## src/rtl/mau_copy_master.sv

```systemverilog
// rtl/mau_copy_master.sv - bus-initiator block copy engine for the MAU single-word memory bus
module mau_copy_master #(
    parameter int TIMEOUT = 255,
    parameter int LEN_W   = 16
) (
    input  logic             clk,
    input  logic             reset,
    input  logic             cmd_valid,
    output logic             cmd_ready,
    input  logic [31:0]      cmd_src,
    input  logic [31:0]      cmd_dst,
    input  logic [LEN_W-1:0] cmd_len,
    output logic             busy,
    output logic             done,
    output logic             error,
    output logic [31:0]      bus_address,
    output logic             bus_bus_enable,
    output logic [3:0]       bus_byte_enable,
    output logic             bus_rw,
    output logic [31:0]      bus_write_data,
    input  logic [31:0]      bus_read_data,
    input  logic             bus_acknowledge
);

    typedef enum logic [2:0] {
        S_IDLE,
        S_RD,
        S_RD_GAP,
        S_WR,
        S_WR_GAP,
        S_FIN
    } state_t;

    // The watchdog fires when the TIMEOUT-th enable cycle passes with no ack,
    // i.e. when the cycle counter already reads TIMEOUT-1 and ack is still low.
    localparam logic [15:0]      TMO_LAST = 16'(TIMEOUT - 1);
    localparam logic [LEN_W-1:0] LEN_ONE  = LEN_W'(1);

    state_t           state;
    state_t           state_d;
    logic [31:0]      src_q;
    logic [31:0]      src_d;
    logic [31:0]      dst_q;
    logic [31:0]      dst_d;
    logic [31:0]      data_q;
    logic [31:0]      data_d;
    logic [LEN_W-1:0] rem_q;
    logic [LEN_W-1:0] rem_d;
    logic [15:0]      tmo_q;
    logic [15:0]      tmo_d;
    logic             done_d;
    logic             error_d;
    logic             access_d;

    // Next-state, pointer/count/data updates and completion strobes.
    always_comb begin
        state_d = state;
        src_d   = src_q;
        dst_d   = dst_q;
        data_d  = data_q;
        rem_d   = rem_q;
        tmo_d   = tmo_q;
        done_d  = 1'b0;
        error_d = 1'b0;
        case (state)
            S_IDLE: begin
                if (cmd_valid) begin
                    src_d = cmd_src;
                    dst_d = cmd_dst;
                    rem_d = cmd_len;
                    if ((cmd_src[1:0] != 2'b00) || (cmd_dst[1:0] != 2'b00)) begin
                        // Misaligned requests never touch the bus.
                        state_d = S_FIN;
                        error_d = 1'b1;
                    end else if (cmd_len == '0) begin
                        state_d = S_FIN;
                        done_d  = 1'b1;
                    end else begin
                        state_d = S_RD;
                        tmo_d   = '0;
                    end
                end
            end
            S_RD: begin
                // Ack wins over the watchdog on the last allowed cycle.
                if (bus_acknowledge) begin
                    data_d  = bus_read_data;
                    state_d = S_RD_GAP;
                end else if (tmo_q == TMO_LAST) begin
                    state_d = S_FIN;
                    error_d = 1'b1;
                end else begin
                    tmo_d = tmo_q + 16'd1;
                end
            end
            S_RD_GAP: begin
                state_d = S_WR;
                tmo_d   = '0;
            end
            S_WR: begin
                if (bus_acknowledge) begin
                    src_d   = src_q + 32'd4;
                    dst_d   = dst_q + 32'd4;
                    rem_d   = rem_q - LEN_ONE;
                    state_d = S_WR_GAP;
                    // done is registered, so it shows during the WR_GAP cycle
                    // that observes the count reaching zero.
                    done_d  = (rem_q == LEN_ONE);
                end else if (tmo_q == TMO_LAST) begin
                    state_d = S_FIN;
                    error_d = 1'b1;
                end else begin
                    tmo_d = tmo_q + 16'd1;
                end
            end
            S_WR_GAP: begin
                if (rem_q == '0) begin
                    state_d = S_FIN;
                end else begin
                    state_d = S_RD;
                    tmo_d   = '0;
                end
            end
            S_FIN: begin
                state_d = S_IDLE;
            end
            default: begin
                state_d = S_IDLE;
            end
        endcase
    end

    assign access_d = (state_d == S_RD) || (state_d == S_WR);

    // State, working registers and registered bus/status outputs; the outputs are
    // derived from the next state so they line up with the state they describe.
    always_ff @(posedge clk or posedge reset) begin
        if (reset) begin
            state           <= S_IDLE;
            src_q           <= '0;
            dst_q           <= '0;
            data_q          <= '0;
            rem_q           <= '0;
            tmo_q           <= '0;
            cmd_ready       <= 1'b1;
            busy            <= 1'b0;
            done            <= 1'b0;
            error           <= 1'b0;
            bus_address     <= '0;
            bus_bus_enable  <= 1'b0;
            bus_byte_enable <= 4'b0000;
            bus_rw          <= 1'b0;
            bus_write_data  <= '0;
        end else begin
            state           <= state_d;
            src_q           <= src_d;
            dst_q           <= dst_d;
            data_q          <= data_d;
            rem_q           <= rem_d;
            tmo_q           <= tmo_d;
            cmd_ready       <= (state_d == S_IDLE);
            busy            <= (state_d != S_IDLE);
            done            <= done_d;
            error           <= error_d;
            bus_bus_enable  <= access_d;
            bus_byte_enable <= access_d ? 4'b1111 : 4'b0000;
            bus_rw          <= (state_d == S_RD);
            // Address and data only change when an access is being set up, so
            // they hold steady for the whole enable-high interval.
            if (state_d == S_RD) begin
                bus_address <= src_d;
            end else if (state_d == S_WR) begin
                bus_address <= dst_d;
            end
            if (state_d == S_WR) begin
                bus_write_data <= data_d;
            end
        end
    end

endmodule

```

## config.mk

```make
export PLATFORM = sky130hd
export DESIGN_NAME = mau_copy_master
export DESIGN_NICKNAME = d
export VERILOG_FILES = /design/src/rtl/mau_copy_master.sv
export SDC_FILE = /design/constraint.sdc
export NUM_CORES = 1
export LEC_CHECK = 0
export CAP_MARGIN = 10
export CORE_ASPECT_RATIO = 0.75
export CORE_MARGIN = 5
export CORE_UTILIZATION = 53
export CTS_CLUSTER_DIAMETER = 80
export DETAILED_ROUTE_END_ITERATION = 8
export GPL_TIMING_DRIVEN = 0
export PLACE_DENSITY = 0.8
export SLEW_MARGIN = 10
export SYNTH_ARGS = -nofsm -noshare
export SYNTH_HDL_FRONTEND = slang
export SYNTH_SLANG_ARGS = --single-unit
```

## constraint.sdc

```tcl
create_clock -name clk -period 8.95 [get_ports clk]
set_input_delay 1.79 -clock clk [delete_from_list [all_inputs] [get_ports clk]]
set_output_delay 1.79 -clock clk [all_outputs]
set_load 0.1 [all_outputs]
```

==> results.toml <==
[yosys]
synth_compound_area_share_pct = 19.4
synthSimpleGateAreaFrac_pct = 18.3
synthArstFlopShare_pct = 100
ys_seq_elements = 201
synth_fa_ha_area_share_pct = 0.837
yosysWarnings = 0
yosys.area.top_type = "dfrtp_1"
synth_top_area_share_pct = 47.8
synth_top_family_by_area = "compound AO/OA/AOI/OAI gates"
synth_ff_type = "dfrtp_1"
synth-xor-area-share_pct = 0.167
syn_nets = 1177
syn_avg_cell_area_um2 = 9.93
synth_most_common_cell = "dfrtp_1"
synth_cell_types = 73
ys_seq_area_share_pct = 48.1
ys_top_cells_by_area = "dfrtp_1 48%, mux2_2 8.2%, o21ai_0 4.1%"
muxShareOfSynthArea_pct = 9.51
synthesis.area_um2 = 10500
synth_edf_count = 0
syn_inst = 1054
synthTopCellsByCount = "200 x dfrtp_1, 111 x nand2_1, 85 x o21ai_0, 76 x mux2_2, 54 x clkbuf_1"

[critical_path]
endpoint = "bus_address[24]"
r2r_end = "bus_address[28]"
cp.depth = 8
r2r_start = "state[2]"
crit_chain = "clkdlybuf4s50_1 > clkbuf_1 > nand4_1 > nor4_2 > nand2_1 > o311ai_0 > a31oi_1 > mux2_2"
cpPeakStageDelay_ns = 0.92
path_buf_inv = 2
reg2reg_setup_slack_ns = 5.23
worstPathMaxFanout = 10
required_ns = 9.34
crit_arrival_ns = 5.19
critical_path_class = "in -> reg"
crit_start = "bus_acknowledge"
cpMaxStageDelayCell = "nor4_2"
path_delay_family = "simple AND/OR/NAND/NOR gates"
cp-end-kind = "flop"
rr_worst_depth = 7
critPathLaunchType = "input port"

[die]
core_um2 = 19400
rows = 44
die_area_um2 = 22700
die_h_um = 132
ioPinCount = 190
fp.dieW_um = 172
initial_core_util_pct = 54.0

[global_route]
grt_max_degree = 106
grt_first_pass_wirelength_mm = 55.3
grt_pass1_vias = 9614
overflow = 0
antenna_found_initial = 0
grtUsageTotal_pct = 30.7

[clocking]
post-cts-setup-buffers = 0
cts_htree_levels = 1
ctsResizeCount = 0
cts_root_buf = "clkbuf_16"
cts_hold_buf = 0
cts_tree = "built"
clk_latency_ns = 0.51
cts_buffer_depth = 3
cts_buffers = 21
clkTransAtPathRegs_ns = 0.06
cts.sink_count = 201

[flow_run]
drv_cap = 0

[sta]
hold_viol = 0
max_freq_mhz = 208
maxSlewHeadroom_pct = 24.5
fin_worst_skew_ns = 0.0177
rsz0062_at_grt = "no"
fin_crit_sh_pct = 53.6
slew_viol_final = 0
setup_viol = 0
worst_pin_slew_ns = 1.12
fin_crit_ns = 4.80
fin_setup_tns_ns = 0

[detailed_routing]
dr.pass1.iters = 6
ant_nets = 0
wl_per_cell_um = 23.3
drt-total-wl_mm = 35.7
avgViaCountPerCell = 6.53
drt_iter0_markers = 1553
drc = 0
dr_total_vias = 10000

[power_and_ir_drop]
switching_share_pct = 52.5
p_comb_share_pct = 58.7
power_frac_seq_pct = 26.9
clkPwrFrac_pct = 14.4
p_leak_nw = 5.44
powerDensity_nw_per_um2 = 454
irDropWorstVdd_uv = 355
intPower_mw = 2.89
switching_power_mw = 3.19
p_total_mw = 6.07

[final_layout]
area_delta_synth_final_pct = 27.9
final_area_um2 = 13400
insertedDiodeCount = 0
post-route-util_pct = 69.1
final_layout_size_suffix_gt1_share_pct = 11.4
fillCellCount = 1495
nets = 1390

[worst_hold_path]
min_path_type = "reg -> reg"
worstHoldStart = "dst_q[1]"

[outcome]
status = "finished, final reports clean"

[place]
portBuffers = 189
place_hpwl_mm = 25.9
dpl_cell_area_um2 = 12700
globalplace.congestion = 1.02
-- kinds of logic after synthesis --
group / count (synthesis)
simple gates: 360
mux: 90
flops: 201
fa+ha+maj: 7
compound gates: 299
buf+inv: 95
xor+xnor: 2
-- sequential cells by signal, indices dropped and copies added (netlist names), 3 cells and up --
register / cells
state: 3
bus_address: 32
data_q: 32
src_q: 32
rem_q: 16
tmo_q: 16
bus_write_data: 32
dst_q: 32
-- power by group through the flow --
stage / logic, mW / registers, mW / clock network, mW
floorplan: 1.48 / 2.62 / 0
global placement: 3.43 / 1.61 / 0
detailed placement: 3.49 / 1.63 / 0
CTS: 3.51 / 1.62 / 0.883
global route: 3.74 / 1.68 / 0.922
finish: 3.56 / 1.63 / 0.877
-- worst min path at each step --
stage | to | slack [ns] | depth (start not counted)
2_1_floorplan | src_q[0] | 0.44 | 2
3_3_place_gp | dst_q[1] | 0.46 | 2
3_5_place_dp | dst_q[0] | 0.47 | 2
4_1_cts | src_q[1] | 0.49 | 2
5_1_grt | data_q[8] | 0.50 | 1
6_report | dst_q[1] | 0.48 | 2
-- tightest hold or removal path: cells and delay by family, from the launching register on --
kind	cells	cell delay, ns
and+or+nand+nor	2	0.12
DFF	1	0.33
-- through the flow --
step,worst slack [ns],std cells,hold slack (ns)
CTS,4.32,1531,0.487
finish,4.15,1531,0.482
global route,4.08,1531,0.504
floorplan,1.68,1054,0.440
detailed placement,3.82,1497,0.470
global placement,-0.942,1496,0.457
-- cells in the final DEF (no fill, tap or decap), types with 20 or more instances in the layout --
| master | netlist | layout |
|---|---|---|
| dfrtp_1 | 200 | 200 |
| clkdlybuf4s50_1 | 0 | 189 |
| nand2_1 | 111 | 111 |
| o21ai_0 | 85 | 85 |
| mux2_2 | 76 | 76 |
| clkbuf_1 | 54 | 55 |
| nor2_1 | 52 | 52 |
| a21oi_1 | 38 | 38 |
| nand3_1 | 37 | 37 |
| o31ai_1 | 31 | 31 |
| nand4_1 | 23 | 23 |
| clkbuf_16 | 0 | 21 |
| and4_1 | 20 | 20 |
-- metal layers --
| layer | GRT usage, % | routed length (um) |
|---|---|---|
| met1 | 47.0 | 15300 |
| met2 | 43.6 | 14900 |
| met3 | 8.62 | 4670 |
| met4 | 6.81 | 825 |
| met5 | 0 | 0 |
-- area by class of cell --
cell class,instances,area (um^2),share of cell area (%)
Clock buffer,24,557,4.16
Tap cell,253,317,2.36
Sequential cell,201,5030,37.6
Inverter,16,67.6,0.505
Timing Repair Buffer,190,1920,14.3
Clock inverter,10,116,0.869
Multi-Input combinational cell,758,5050,37.7
Buffer,79,327,2.44
No activity file was read; power rests on OpenSTA's default activity.
